## config.mk

```make
export PLATFORM = sky130hd
export DESIGN_NAME = instruction_fetch_unit
export DESIGN_NICKNAME = d
export VERILOG_FILES = /design/src/rtl/instruction_fetch_unit.sv
export SDC_FILE = /design/constraint.sdc
export NUM_CORES = 1
export LEC_CHECK = 0
export ABC_CLOCK_PERIOD_IN_PS = 2300
export BUFFER_PORTS_ARGS = -buffer_cell sky130_fd_sc_hd__buf_2
export CORE_ASPECT_RATIO = 2
export CORE_MARGIN = 4
export CORE_UTILIZATION = 51
export CTS_CLUSTER_DIAMETER = 80
export DETAILED_ROUTE_END_ITERATION = 8
export GPL_TIMING_DRIVEN = 0
export PLACE_DENSITY = 0.76
export SLEW_MARGIN = 25
export SYNTH_ARGS = -nofsm -noshare
export SYNTH_HDL_FRONTEND = slang
export SYNTH_SLANG_ARGS = --single-unit
```

## constraint.sdc

```tcl
create_clock -name clk -period 2.3 [get_ports clk]
set_input_delay 0 -clock clk [delete_from_list [all_inputs] [get_ports clk]]
set_output_delay 0 -clock clk [all_outputs]
set_load 0.05 [all_outputs]
```

## src/rtl/instruction_fetch_unit.sv

```systemverilog
// ---------------------------------------------------------------------------
// instruction_fetch_unit
//
// Purpose:
//   Initiator side of the instruction-memory read port. It owns the program
//   counter, drives the memory read address, captures the returned word one
//   cycle later, and presents fetched instructions to decode over a
//   valid/ready handshake. A small instruction buffer absorbs decode stalls,
//   so a word that is already in flight is never lost. A redirect (branch or
//   jump) reloads the PC and flushes both the buffered and in-flight fetches.
//
// Ports:
//   clk            in   1       clock, all logic on posedge
//   reset          in   1       synchronous, active-high
//   ra             out  ADDR_W  imem read address (registered PC), word aligned
//   rd             in   DATA_W  imem read data, valid one cycle after ra
//   redirect_valid in   1       load a new PC this cycle
//   redirect_pc    in   ADDR_W  redirect target, bits [1:0] forced to zero
//   if_valid       out  1       if_instr/if_pc hold a fetched instruction
//   if_instr       out  DATA_W  buffer-head instruction
//   if_pc          out  ADDR_W  byte address of if_instr
//   id_ready       in   1       decode takes the head when if_valid && id_ready
// ---------------------------------------------------------------------------
module instruction_fetch_unit #(
  parameter int                ADDR_W    = 9,
  parameter int                DATA_W    = 32,
  parameter logic [ADDR_W-1:0] RESET_PC  = 9'h000,
  parameter int                BUF_DEPTH = 2
) (
  input  logic              clk,
  input  logic              reset,
  output logic [ADDR_W-1:0] ra,
  input  logic [DATA_W-1:0] rd,
  input  logic              redirect_valid,
  input  logic [ADDR_W-1:0] redirect_pc,
  output logic              if_valid,
  output logic [DATA_W-1:0] if_instr,
  output logic [ADDR_W-1:0] if_pc,
  input  logic              id_ready
);

  localparam int PTR_W = (BUF_DEPTH > 1) ? $clog2(BUF_DEPTH) : 1;
  localparam int CNT_W = $clog2(BUF_DEPTH + 1);
  // One extra bit so count + inflight cannot overflow before the compare.
  localparam int OCC_W = CNT_W + 1;

  localparam logic [OCC_W-1:0]  DEPTH_OCC  = OCC_W'(BUF_DEPTH);
  localparam logic [ADDR_W-1:0] PC_STEP    = ADDR_W'(4);
  localparam logic [ADDR_W-1:0] ALIGN_MASK = ~(ADDR_W'(3));
  localparam logic [CNT_W-1:0]  CNT_ZERO   = CNT_W'(0);
  localparam logic [PTR_W-1:0]  PTR_ZERO   = PTR_W'(0);
  localparam logic [PTR_W-1:0]  PTR_ONE    = PTR_W'(1);

  // RUN: a fetch may be issued. FULL: every buffer slot is either occupied
  // or reserved by the in-flight fetch, so nothing is issued until a pop.
  typedef enum logic [0:0] {
    ST_RUN  = 1'b0,
    ST_FULL = 1'b1
  } state_t;

  // Architectural state
  logic [ADDR_W-1:0] pc_r;
  logic              inflight_r;
  logic [ADDR_W-1:0] inflight_pc_r;
  logic [CNT_W-1:0]  count_r;
  logic [PTR_W-1:0]  rd_ptr_r;
  logic [PTR_W-1:0]  wr_ptr_r;
  state_t            state_r;

  // Buffer storage
  logic [DATA_W-1:0] buf_instr_r [BUF_DEPTH];
  logic [ADDR_W-1:0] buf_pc_r    [BUF_DEPTH];

  // Registered decode-facing outputs
  logic              if_valid_r;
  logic [DATA_W-1:0] if_instr_r;
  logic [ADDR_W-1:0] if_pc_r;

  // Next-state terms
  logic              pop_s;
  logic              capture_s;
  logic              issue_s;
  logic [OCC_W-1:0]  occ_s;
  logic [OCC_W-1:0]  occ_next_s;
  logic [CNT_W-1:0]  count_next_s;
  logic [PTR_W-1:0]  rd_ptr_next_s;
  logic [PTR_W-1:0]  wr_ptr_next_s;
  state_t            state_next_s;
  logic [DATA_W-1:0] head_instr_next_s;
  logic [ADDR_W-1:0] head_pc_next_s;
  logic [ADDR_W-1:0] redirect_target_s;
  logic [ADDR_W-1:0] reset_target_s;

  assign ra       = pc_r;
  assign if_valid = if_valid_r;
  assign if_instr = if_instr_r;
  assign if_pc    = if_pc_r;

  // Handshake, issue decision and buffer bookkeeping for the coming edge.
  always_comb begin
    pop_s             = if_valid_r & id_ready;
    capture_s         = inflight_r;
    redirect_target_s = redirect_pc & ALIGN_MASK;
    reset_target_s    = RESET_PC & ALIGN_MASK;

    // Slots that stay committed after this edge if nothing new is issued.
    occ_s = OCC_W'(count_r) + OCC_W'(inflight_r) - OCC_W'(pop_s);

    case (state_r)
      ST_RUN:  issue_s = (occ_s < DEPTH_OCC);
      // In FULL, count + inflight equals the depth, so only a pop frees a slot.
      ST_FULL: issue_s = pop_s;
      default: issue_s = 1'b0;
    endcase

    count_next_s = count_r + CNT_W'(capture_s) - CNT_W'(pop_s);

    if (pop_s) begin
      rd_ptr_next_s = rd_ptr_r + PTR_ONE;
    end else begin
      rd_ptr_next_s = rd_ptr_r;
    end

    if (capture_s) begin
      wr_ptr_next_s = wr_ptr_r + PTR_ONE;
    end else begin
      wr_ptr_next_s = wr_ptr_r;
    end

    occ_next_s = OCC_W'(count_next_s) + OCC_W'(issue_s);
    if (occ_next_s == DEPTH_OCC) begin
      state_next_s = ST_FULL;
    end else begin
      state_next_s = ST_RUN;
    end

    // The head after this edge is the word being captured whenever it lands
    // in the slot the read pointer will point at (buffer empty, or drained to
    // empty by this pop); otherwise it is already in storage.
    if (capture_s && (wr_ptr_r == rd_ptr_next_s)) begin
      head_instr_next_s = rd;
      head_pc_next_s    = inflight_pc_r;
    end else begin
      head_instr_next_s = buf_instr_r[rd_ptr_next_s];
      head_pc_next_s    = buf_pc_r[rd_ptr_next_s];
    end
  end

  // Control FSM: PC, in-flight tracking, buffer pointers and registered outputs.
  always_ff @(posedge clk) begin
    if (reset) begin
      pc_r          <= reset_target_s;
      inflight_r    <= 1'b0;
      inflight_pc_r <= {ADDR_W{1'b0}};
      count_r       <= CNT_ZERO;
      rd_ptr_r      <= PTR_ZERO;
      wr_ptr_r      <= PTR_ZERO;
      state_r       <= ST_RUN;
      if_valid_r    <= 1'b0;
      if_instr_r    <= {DATA_W{1'b0}};
      if_pc_r       <= {ADDR_W{1'b0}};
    end else if (redirect_valid) begin
      // Flush: buffered words and the in-flight read are all stale.
      pc_r          <= redirect_target_s;
      inflight_r    <= 1'b0;
      inflight_pc_r <= inflight_pc_r;
      count_r       <= CNT_ZERO;
      rd_ptr_r      <= PTR_ZERO;
      wr_ptr_r      <= PTR_ZERO;
      state_r       <= ST_RUN;
      if_valid_r    <= 1'b0;
      if_instr_r    <= if_instr_r;
      if_pc_r       <= if_pc_r;
    end else begin
      if (issue_s) begin
        inflight_r    <= 1'b1;
        inflight_pc_r <= pc_r;
        pc_r          <= pc_r + PC_STEP;
      end else begin
        // Stalled: ra holds, so the memory keeps returning the same word,
        // which is simply not captured next cycle.
        inflight_r    <= 1'b0;
        inflight_pc_r <= inflight_pc_r;
        pc_r          <= pc_r;
      end
      count_r    <= count_next_s;
      rd_ptr_r   <= rd_ptr_next_s;
      wr_ptr_r   <= wr_ptr_next_s;
      state_r    <= state_next_s;
      if_valid_r <= (count_next_s != CNT_ZERO);
      if_instr_r <= head_instr_next_s;
      if_pc_r    <= head_pc_next_s;
    end
  end

  // Buffer storage: the returning word and its address are written at the tail.
  always_ff @(posedge clk) begin
    if (reset) begin
      for (int i = 0; i < BUF_DEPTH; i++) begin
        buf_instr_r[i] <= {DATA_W{1'b0}};
        buf_pc_r[i]    <= {ADDR_W{1'b0}};
      end
    end else if (capture_s && !redirect_valid) begin
      buf_instr_r[wr_ptr_r] <= rd;
      buf_pc_r[wr_ptr_r]    <= inflight_pc_r;
    end else begin
      for (int i = 0; i < BUF_DEPTH; i++) begin
        buf_instr_r[i] <= buf_instr_r[i];
        buf_pc_r[i]    <= buf_pc_r[i];
      end
    end
  end

endmodule

```

# Word-level counts from Yosys, hierarchy flattened
# Memories as Yosys holds them, arrays and structs flattened. A register that Yosys moved wholly into a read port is not among the register bits.
# Index checks and enable logic that the tools add are counted.
classes:
  n_addsub: 8
  mul: 0
  div: 0
  magnitude_cmp: 1
  eq_ne: 2
  shift: 0
  muxes: 24
  bitwise_logic: 7
  reduce_logical: 11
ops:
  columns: ["op", "n"]
  rows:
  - ["two-way mux 32 bit", 3]
  - ["two-way mux 9 bit", 5]
  - ["OR reduction 32 bit", 1]
  - ["two-way mux 1 bit", 15]
  - ["adder 9 x 3 -> 9 bit, second input constant", 1]
  - ["OR reduction 9 bit", 1]
  - ["adder 2 x 1 -> 3 bit", 2]
  - ["bitwise OR 1 bit", 4]
  - ["AND reduction 2 bit", 2]
  - ["nonzero test 2 bit", 2]
  - ["== test 3 x 2 -> 1 bit, second input constant", 1]
  - ["zero test 1 bit", 3]
  - ["< comparator 3 x 2 -> 1 bit, second input constant", 1]
  - ["subtractor 3 x 1 -> 3 bit", 1]
  - ["adder 1 bit, second input constant", 2]
  - ["adder 2 x 1 -> 2 bit", 1]
  - ["NOT 1 bit", 2]
  - ["one-hot mux 1 bit (2 select lines)", 1]
  - ["OR reduction 2 bit", 1]
  - ["subtractor 2 x 1 -> 2 bit", 1]
  - ["AND 1 bit", 1]
  - ["logical AND 1 bit", 1]
  - ["inequality test 0 bit", 1]
totals:
  ff_bits: 25
  latchBits: 0
  ramBits: 82
  mem_bits_ro: 0
  n_memories: 2
memory_table:
  columns: ["name", "depth", "word_bits", "rd", "rd_ports_with_merged_regs", "write_ports", "line", "rtl"]
  rows:
  - ["buf_instr_r", 2, 32, 1, 1, 2, "71", "logic [DATA_W-1:0] buf_instr_r [BUF_DEPTH];"]
  - ["buf_pc_r", 2, 9, 1, 1, 2, "72", "logic [ADDR_W-1:0] buf_pc_r [BUF_DEPTH];"]

# Depth between registers and ports, before layout
# Gate-level depths: netlist (run 1).
depth:
  word_depth: 8
  ltp_mapped: 12
  mapped_depth_nobuf: 11

# Worst setup path before layout (run 1)
# OpenSTA, ideal clock, no wires.
synth_path:
  path_type: "reg-to-reg"
  from: "reg if_valid_r, in the netlist if_valid"
  to: "reg state_r"
  setup_ns: 0.096
  t_arrival_ns: 2.739
  path_slack_ns: -0.535
  stages_incl_launch_ff: 13
  synth_period_minus_slack_ns: 2.835
  cell_sequence: "dfxtp_1 > nand2_1 > xnor2_1 > ha_1 > inv_1 > fa_1 > nand2b_1 > o21a_1 > inv_2 > buf_2 > ha_1 > ha_1 > nor4b_1"
synth_between:
  elab_chain_cells: 7
  elab_cells_between_ends: 8
synth_lines:
  columns: ["element", "line", "rtl"]
  rows:
  - ["start: declaration", "75", "logic if_valid_r;"]
  - ["start signal: assignment", "190", "if_valid_r <= (count_next_s != CNT_ZERO);"]
  - ["AND 1 bit (*)", "101", "pop_s = if_valid_r & id_ready;"]
  - ["subtractor 3 x 1 -> 3 bit", "107", "occ_s = OCC_W'(count_r) + OCC_W'(inflight_r) - OCC_W'(pop_s);"]
  - ["< comparator 3 x 2 -> 1 bit", "110", "ST_RUN: issue_s = (occ_s < DEPTH_OCC);"]
  - ["one-hot mux 1 bit (2 select lines) (*)", "109", "case (state_r)"]
  - ["via issue_s", "82", "logic issue_s;"]
  - ["adder 2 x 1 -> 3 bit (*)", "130", "occ_next_s = OCC_W'(count_next_s) + OCC_W'(issue_s);"]
  - ["== test 3 x 2 -> 1 bit (*)", "131", "if (occ_next_s == DEPTH_OCC) begin"]
  - ["two-way mux 1 bit (*)", "131", null]
  - ["end signal: assignment", "189", "state_r <= state_next_s;"]
  - ["end: declaration", "68", "state_t state_r;"]
# Mark *: on every way through the listed nets, which the timed path passes. The rest lies on a longest branch.
# A chain may end at the register's enable or synchronous reset.

# Final worst setup path (run 1)
layout_path:
  from: "reg if_valid_r, in the netlist if_valid"
  to: "reg inflight_pc_r[6]"
layout_between:
  elab_chain_cells: 5
layout_lines:
  columns: ["element", "line", "rtl"]
  rows:
  - ["AND 1 bit (*)", "101", null]
  - ["subtractor 3 x 1 -> 3 bit", "107", null]
  - ["< comparator 3 x 2 -> 1 bit", "110", null]
  - ["one-hot mux 1 bit (2 select lines) (*)", "109", null]
  - ["via issue_s", "82", null]
  - ["AND reduction 2 bit (no source line) (*)", null, null]
  - ["end signal: assignment", "154", "inflight_pc_r <= {ADDR_W{1'b0}};"]
  - ["end signal: assignment", "166", "inflight_pc_r <= inflight_pc_r;"]
  - ["end signal: assignment", "177", "inflight_pc_r <= pc_r;"]
  - ["end: declaration", "64", "logic [ADDR_W-1:0] inflight_pc_r;"]
# Marks and branches as above.

==> results.cfg, run 1 <==
[floorplanning]
initial_core_util = 0.519
die_height_um = 162
ios = 96
core_area_mm2 = 0.0116
die_area_mm2 = 0.0138
chipWidth_um = 85.0
row_count = 56

[drt]
route.detailed.drc = 0
wl_mm = 15.3
vias = 4731
wl_per_cell_um = 18.4
first_pass_iters = 5
via_per_inst = 5.68
drt_iter0_markers = 291
ant_nets = 0

[logic_synthesis]
yosys_register_bits = 138
avgSynthCellArea_um2 = 11.7
netlist_area_mm2 = 0.00604
synthFlopType = edfxtp_1
synthCells = 515
synth_area_leader_cell = edfxtp_1
synth_cell_types = 48
yosys-top-cells-area = edfxtp_1, dfxtp_1, and3_1, mux2i_1, o221ai_2
synthArstFlopShare = 0
synth-seq-area-share = 0.587
synth_edf_count = 78
synth_top_cells_by_count = and3_1, edfxtp_1, dfxtp_1, nand2_1, inv_1
ys.warnings.count = 0
synth_top_area_frac = 0.388

[status]
status = finished, violations left
violations = negative setup slack

[global_routing]
grt_use_total = 0.223
grt_pass1_wl_mm = 24.0
grt_start_max_net_pins = 22
antenna_found_initial = 0
overflow = 0
grt_pass1_vias = 4828

[timing]
fin_skew_ns = 0.00831
fmax_mhz = 411
rsz0062_at_grt = true
worst_slack_ns = -0.134
drv_slew = 0
fin_crit_sh = 1.06
slew_headroom = 0.543
min_period_ns = 2.43
finalSetupViolCount = 11
worst_pin_slew_ns = 0.683
timing.final.hold_violations = 0

[layout]
nets = 725
instances_no_fill = 833
syn2layout_area_growth_pct = 32.5
diodes = 0
layout-drive-gt1-share = 0.281

[clock_network]
cts-root-buf = clkbuf_16
numCtsBuffers = 17
cts_sinks = 138
clock_latency_ns = 0.42
cts_tree = done
clk_pin_slew_ns = 0.06
htree_levels = 4
clockBufferDepth = 2

[setup_path]
cp.required_ns = 2.63
reg2reg_slack_ns = -0.13
path_class = reg2reg
crit_buf_inv = 5
cp_top_family = adder cells
max_stage_delay_ns = 0.54
end_kind = flip-flop
critPathLaunchType = flip-flop
critical_path_arrival_ns = 2.77
crit_fanout = 4
worst_path_max_delay_cell = fa_2
cp_cell_sequence = nand2_4 -> xnor2_2 -> ha_2 -> inv_2 -> fa_2 -> nand2b_1 -> o21a_2 -> inv_2 -> buf_6 -> buf_6 -> clkbuf_16 -> nand3_1 -> a21oi_1

[place]
dpl.cell_count = 753
io_buffers = 88
dp_hpwl_mm = 10.3
place.gp.congestion = 0.827

[power_and_ir_drop]
power_density_mw_per_mm2 = 843
power.total_w = 0.00675
vdd.ir_drop.worst_v = 0.000718
p_leak_nw = 3.78

[flow_run]
maxCapViolations = 0

[min_path]
hold_path_class = in2reg
==> state kept, by name, indices dropped and copies added (netlist names) <==
name	cells
state_r	1
buf_pc_r	14
count_r	2
capture_s	1
inflight_pc_r	7
if_pc	7
ra	7
if_instr	32
if_valid	1
wr_ptr_r	1
buf_instr_r	64
rd_ptr_r	1
==> power by group <==
group / total (W) / switching [W] / internal (W)
clock: 0.00286 / 0.00102 / 0.00184
combinational: 0.00105 / 0.000666 / 0.000380
sequential: 0.00284 / 0.0000850 / 0.00275
==> final timing paths <==
path         depth (start not counted)                 startpoint                            end
max                                 13        if_valid$_SDFF_PP0_  inflight_pc_r[6]$_SDFFE_PP0P_
min                                  5                   id_ready             ra[8]$_SDFFE_PP0P_
max reg2reg                         13        if_valid$_SDFF_PP0_  inflight_pc_r[6]$_SDFFE_PP0P_
min reg2reg                          2  if_instr[16]$_SDFFE_PP0N_      if_instr[16]$_SDFFE_PP0N_
==> cells in the final DEF (no fill, tap or decap), drive strengths merged, types with 4 or more instances in the layout <==
cell and n:
clkinv 5, nor2 12, bufinv 4, and3 78, o221ai 38, buf 116, dfxtp 60, inv 46
nand3 11, and2 5, conb 4, o21ai 9, mux2i 41, clkbuf 47, nand2 46, edfxtp 78
ha 4, a21oi 7, dlygate4sd3 41
==> kinds of logic (layout without fill, tap and decap cells) <==
family                     after synthesis  after routing  share of synthesized area
xor gates and xnor gates                 5              5                    0.00953
buffers and inverters                   91            261                     0.0655
AOI/OAI and AO/OA                       70             70                      0.111
muxes                                   42             42                     0.0698
and+or+nand+nor                        163            163                      0.145
other                                    1              4                   0.000621
DFF                                    138            138                      0.587
adders and majority gates                5              5                     0.0116
==> metrics by stage <==
stage | util | TNS [ns] | setup WS, ns | instance area (um^2) | hold WS (ns)
after floorplan | - | -0.193 | -0.193 | 6060 | 0.125
after global placement | 0.575 | -34.29 | -0.443 | 6680 | 0.216
after detailed placement | 0.580 | -0.579 | -0.323 | 6740 | 0.227
after CTS | 0.677 | -1.12 | -0.159 | 7870 | 0.209
after global routing | 0.688 | -1.71 | -0.232 | 8000 | 0.251
final | 0.688 | -0.737 | -0.134 | 8000 | 0.220
==> worst reg2reg max path, cell delays in order, from the launching register on <==
cell and delay [ns]:
dfxtp_4 0.36, nand2_4 0.06, xnor2_2 0.12, ha_2 0.19, inv_2 0.04, fa_2 0.54, nand2b_1 0.08, o21a_2 0.24
inv_2 0.08, buf_6 0.14, buf_6 0.11, clkbuf_16 0.13, nand3_1 0.07, a21oi_1 0.20
==> repair_timing <==
| action | in CTS | in global routing |
|---|---|---|
| buffers inserted | 5 | 1 |
| gates cloned | 0 | 1 |
| pin swaps | 9 | 11 |
| hold endpoints to repair | 104 | 0 |
| gates resized for setup | 15 | 19 |
| hold buffers | 41 | 0 |
| endpoints found under the setup margin | 7 | 53 |
==> layout make-up <==
type                       instances  area, um^2
buffer                            46         234
clock buffer                      20         447
clock inverter                    12         171
fill                             864        3630
inverter                          45         169
multi-input combinational        289        2260
sequential                       138        3550
tap                              145         181
timing repair buffer             138         991
==> layer usage <==
layer	part of all wire	track usage	wire length [um]
met5	0	0	0
met4	0.037	0.110	568
met3	0.051	0.0482	781
met2	0.56	0.410	8590
met1	0.35	0.233	5390
(Power assumes the default switching activity.)
==> run 2: changes to the inputs <==
--- a/config.mk
+++ b/config.mk
@@ -5,15 +5,15 @@
 export SDC_FILE = /design/constraint.sdc
 export NUM_CORES = 1
 export LEC_CHECK = 0
-export ABC_CLOCK_PERIOD_IN_PS = 2300
+export ABC_CLOCK_PERIOD_IN_PS = 2800
 export BUFFER_PORTS_ARGS = -buffer_cell sky130_fd_sc_hd__buf_2
 export CORE_ASPECT_RATIO = 2
 export CORE_MARGIN = 4
-export CORE_UTILIZATION = 51
+export CORE_UTILIZATION = 60
 export CTS_CLUSTER_DIAMETER = 80
 export DETAILED_ROUTE_END_ITERATION = 8
 export GPL_TIMING_DRIVEN = 0
-export PLACE_DENSITY = 0.76
+export PLACE_DENSITY = 0.84
 export SLEW_MARGIN = 25
 export SYNTH_ARGS = -nofsm -noshare
 export SYNTH_HDL_FRONTEND = slang
==> constraint.sdc (replaced) <==
create_clock -name clk -period 2.8 [get_ports clk]
set_input_delay 0 -clock clk [delete_from_list [all_inputs] [get_ports clk]]
set_output_delay 0 -clock clk [all_outputs]
set_load 0.05 [all_outputs]
==> results.cfg, run 2 (synthesis gave the netlist of run 1 again) <==
[status]
status = complete, no violations

[drt]
vias = 4762
drt_iter0_markers = 345
via_per_inst = 5.86
wl_per_cell_um = 19.5
ant_nets = 0
first_pass_iters = 5
wl_mm = 15.8
route.detailed.drc = 0

[clock_network]
cts-root-buf = clkbuf_16
clk_pin_slew_ns = 0.06
htree_levels = 4
post_cts_buffers = 0
cts_sinks = 138
clock_latency_ns = 0.42
cts_tree = done
clockBufferDepth = 2
numCtsBuffers = 17

[setup_path]
end_kind = flip-flop
crit_fanout = 10
cp.required_ns = 3.10
worst_path_max_delay_cell = buf_1
max_stage_delay_ns = 0.42
critPathLaunchType = flip-flop
path_class = reg2reg
critical_path_arrival_ns = 2.99
cp_cell_sequence = nand2_1 -> xnor2_1 -> ha_1 -> inv_1 -> fa_1 -> xor2_1 -> o21a_2 -> buf_1 -> nor2_1 -> a311o_1

[timing]
timing.final.hold_violations = 0
fin_crit_sh = 0.962
drv_slew = 0
fmax_mhz = 371
worst_pin_slew_ns = 0.728
slew_headroom = 0.513
fin_skew_ns = 0.00952
tns_ns = 0
rsz0062_at_grt = false
worst_hold_slack_ns = 0.213
finalSetupViolCount = 0
min_period_ns = 2.69

[floorplanning]
initial_core_util = 0.619
row_count = 51
chipWidth_um = 79.0
core_area_mm2 = 0.00976
die_height_um = 150
die_area_mm2 = 0.0118
ios = 96

[power_and_ir_drop]
vdd.ir_drop.worst_v = 0.000548
p_leak_nw = 3.66
power_density_mw_per_mm2 = 674
power.total_w = 0.00517

[layout]
layout_common_cells = buf_2, and3_1, edfxtp_1
syn2layout_area_growth_pct = 27.0
layout-drive-gt1-share = 0.247
nets = 717
diodes = 0
mostFrequentLayoutCell = buf_2
fin_area_mm2 = 0.00767
largest_register = buf_instr_r
largest_reg_flops = 64

[place]
placed_cell_area_mm2 = 0.00671
io_buffers = 88
place.gp.congestion = 0.856
dp_hpwl_mm = 10.3

[global_routing]
grt_pass1_vias = 5083
grt_use_total = 0.280
grt_pass1_wl_mm = 24.9
overflow = 0
antenna_found_initial = 0
grt_start_max_net_pins = 27

[min_path]
hold_path_class = in2reg

[flow_run]
maxCapViolations = 0
==> run 2: cell count changes in the layout (fill, tap and decap cells not counted), moves of 3 or more <==
| cell | delta |
|---|---|
| a21oi_1 | +3 |
| a21oi_2 | -3 |
| buf_4 | -3 |
| buf_6 | -3 |
| bufinv_16 | -3 |
| clkinv_2 | +4 |
| ha_1 | +3 |
==> run 2: report_power, final <==
| part | leakage (nW) | switching [W] | internal [W] |
|---|---|---|---|
| Sequential | 1.30 | 0.0000697 | 0.00226 |
| Combinational | 2.09 | 0.000517 | 0.000245 |
| Clock | 0.268 | 0.000846 | 0.00123 |
| Total | 3.66 | 0.00143 | 0.00374 |
==> run 2: final cells by class <==
type	instances	area, um^2
Fill cell	583	2090
Tap cell	132	165
Timing Repair Buffer	131	898
Multi-Input combinational cell	289	2120
Sequential cell	138	3550
Clock inverter	13	105
Clock buffer	19	443
Buffer	45	221
Inverter	45	169
==> run 2: metrics by stage <==
| step | std cells | setup slack, ns | util |
|---|---|---|---|
| finish | 812 | 0.105 | 0.786 |
| global route | 812 | 0.0146 | 0.786 |
| CTS | 813 | 0.0515 | 0.785 |
| floorplan | 518 | 0.166 | - |
| global placement | 738 | 0.102 | 0.682 |
| detailed placement | 740 | 0.101 | 0.687 |
==> run 2: worst paths after layout <==
| path | startpoint | endpoint | slack (ns) | cells after the start |
|---|---|---|---|---|
| worst max register to register | if_valid$_SDFF_PP0_ | ra[5]$_SDFFE_PP0P_ | 0.11 | 10 |
| worst min register to register | if_instr[30]$_SDFFE_PP0N_ | if_instr[30]$_SDFFE_PP0N_ | 0.46 | 2 |
| worst min-delay path | id_ready | ra[8]$_SDFFE_PP0P_ | 0.21 | 5 |
| worst max-delay path | if_valid$_SDFF_PP0_ | ra[5]$_SDFFE_PP0P_ | 0.11 | 10 |
==> run 2: layer usage <==
layer,vias up,track usage,routed length (um)
met5,-,0,0
met4,0,0.140,653
met3,59,0.0747,865
met2,212,0.529,8890
met1,2309,0.271,5410
li1,2182,-,-
==> run 2: worst max-delay path, delay by kind of cell, from the launching register on <==
| family | cells | cell delay [ns] |
|---|---|---|
| buffers and inverters | 2 | 0.47 |
| DFF | 1 | 0.36 |
| adders and majority gates | 2 | 0.54 |
| AOI/OAI and AO/OA | 2 | 0.58 |
| and+or+nand+nor | 2 | 0.21 |
| xor gates and xnor gates | 2 | 0.42 |
==> run 2: timing repair <==
item | CTS | global route
setup endpoints to repair | 0 | 2
hold buffers | 41 | 0
hold endpoints to repair | 104 | 0
resized for setup | 0 | 3
==> run 3: changes to the inputs <==
--- a/config.mk
+++ b/config.mk
@@ -5,11 +5,11 @@
 export SDC_FILE = /design/constraint.sdc
 export NUM_CORES = 1
 export LEC_CHECK = 0
-export ABC_CLOCK_PERIOD_IN_PS = 2800
 export BUFFER_PORTS_ARGS = -buffer_cell sky130_fd_sc_hd__buf_2
 export CORE_ASPECT_RATIO = 2
 export CORE_MARGIN = 4
 export CORE_UTILIZATION = 60
+export CTS_BUF_LIST = sky130_fd_sc_hd__clkbuf_8
 export CTS_CLUSTER_DIAMETER = 80
 export DETAILED_ROUTE_END_ITERATION = 8
 export GPL_TIMING_DRIVEN = 0
==> results.cfg, run 3 (synthesis gave the netlist of run 1 again) <==
[layout]
fin_area_mm2 = 0.00749
post-route-util = 0.767
syn2layout_area_growth_pct = 23.9
num-fill-cells = 626
mostFrequentLayoutCell = buf_2
regArea_mm2 = 0.00355
layout-drive-gt1-share = 0.249
diodes = 0
multiInputGateArea_mm2 = 0.00213
largest_reg_flops = 64
largest_register = buf_instr_r
nets = 717
layout_common_cells = buf_2, and3_1, edfxtp_1

[timing]
tns_ns = 0
min_period_ns = 2.62
fin_skew_ns = 0.0121
slew_headroom = 0.508
finalSetupViolCount = 0
worst_hold_slack_ns = 0.181
fmax_mhz = 382
fin_crit_sh = 0.935
rsz0062_at_grt = false
timing.final.hold_violations = 0
drv_slew = 0
worst_pin_slew_ns = 0.735

[floorplanning]
initial_core_util = 0.619
die_area_mm2 = 0.0118
chipWidth_um = 79.0
row_count = 51
die_height_um = 150
ios = 96
core_area_mm2 = 0.00976

[power_and_ir_drop]
power_density_mw_per_mm2 = 609
p_leak_nw = 3.58
vdd.ir_drop.worst_v = 0.000492

[drt]
vias = 4703
first_pass_iters = 7
ant_nets = 0
wl_per_cell_um = 18.8
wl_mm = 15.3
drt_iter0_markers = 302
via_per_inst = 5.79
route.detailed.drc = 0

[setup_path]
path_class = reg2reg
critPathLaunch = if_valid$_SDFF_PP0_
cp.required_ns = 3.13
end_kind = flip-flop
cp_top_family = adder cells
max_stage_delay_ns = 0.41
critPathLaunchType = flip-flop
cp_cell_sequence = nand2_1 -> xnor2_1 -> ha_1 -> inv_1 -> fa_1 -> xor2_2 -> o21a_2 -> buf_1 -> nor2_1 -> a311o_1
reg2reg_from = if_valid$_SDFF_PP0_
critical_path_arrival_ns = 2.95
worst_path_max_delay_cell = fa_1
crit_buf_inv = 2
crit_fanout = 10

[place]
io_buffers = 88
placed_cell_area_mm2 = 0.00671
place.gp.congestion = 0.856
dp_hpwl_mm = 10.3

[global_routing]
grt_pass1_vias = 5007
overflow = 0
grt_pass1_wl_mm = 24.5
grt_use_total = 0.273
antenna_found_initial = 0
grt_start_max_net_pins = 27

[status]
status = complete, no violations

[clock_network]
cts-root-buf = clkbuf_8
post_cts_buffers = 0
clk_pin_slew_ns = 0.08
cts_tree = done
clock_latency_ns = 0.45
cts_sinks = 138
htree_levels = 4
numCtsBuffers = 17
clockBufferDepth = 2

[min_path]
hold_path_class = in2reg
holdCritStartpoint = id_ready

[flow_run]
maxCapViolations = 0
==> run 3: cell types whose count changed in the layout (fill, tap and decap cells not counted), sizes merged <==
cell	change
inv	+1
clkbuf	-1
==> run 3: through the flow <==
| step | setup WS [ns] | cells | power, W |
|---|---|---|---|
| final | 0.181 | 812 | 0.00456 |
| after global placement | 0.102 | 738 | 0.00303 |
| after floorplan | 0.166 | 518 | 0.00286 |
| after CTS | 0.0458 | 813 | 0.00455 |
| after global routing | 0.0407 | 812 | 0.00472 |
| after detailed placement | 0.101 | 740 | 0.00307 |
==> run 3: layout make-up <==
cell class	count	area share
inverters	45	0.0226
flip-flops and latches	138	0.474
well taps	132	0.0221
plain buffers	45	0.0296
multi-input cells	289	0.285
clock inverters	14	0.0145
clock buffers	18	0.0331
repair buffers	131	0.120
==> run 3: per-layer routing <==
layer  vias to the layer above  part of all wire  GRT usage
met4                         0             0.036      0.139
li1                       2182                 -          -
met1                      2260              0.34      0.268
met5                         -                 0          0
met2                       210              0.57      0.513
met3                        51             0.056     0.0699
==> run 3: path summary, 6_finish.rpt <==
check / end / slack, ns / cells after the start
max: ra[5]$_SDFFE_PP0P_ / 0.18 / 10
min: ra[8]$_SDFFE_PP0P_ / 0.18 / 5
max reg2reg: ra[5]$_SDFFE_PP0P_ / 0.18 / 10
min reg2reg: if_instr[17]$_SDFFE_PP0N_ / 0.46 / 2
==> run 3: tightest hold or removal path, cell delays in order <==
cell and delay [ns]:
buf_2 0.12, nand4_1 0.10, o32ai_1 0.13, mux2i_1 0.14
o21ai_1 0.11
==> run 3: report_power, final <==
part | leakage [nW] | internal (W) | total [W] | switching, W
Clock | 0.185 | 0.000710 | 0.00147 | 0.000764
Combinational | 2.09 | 0.000246 | 0.000760 | 0.000514
Sequential | 1.30 | 0.00226 | 0.00233 | 0.0000676
==> run 3: repair_timing <==
action / 4_1_cts / 5_1_grt
endpoints found under the hold margin: 105 / 0
endpoints found under the setup margin: 0 / 2
resized for setup: 0 / 4
hold buffers: 41 / 0
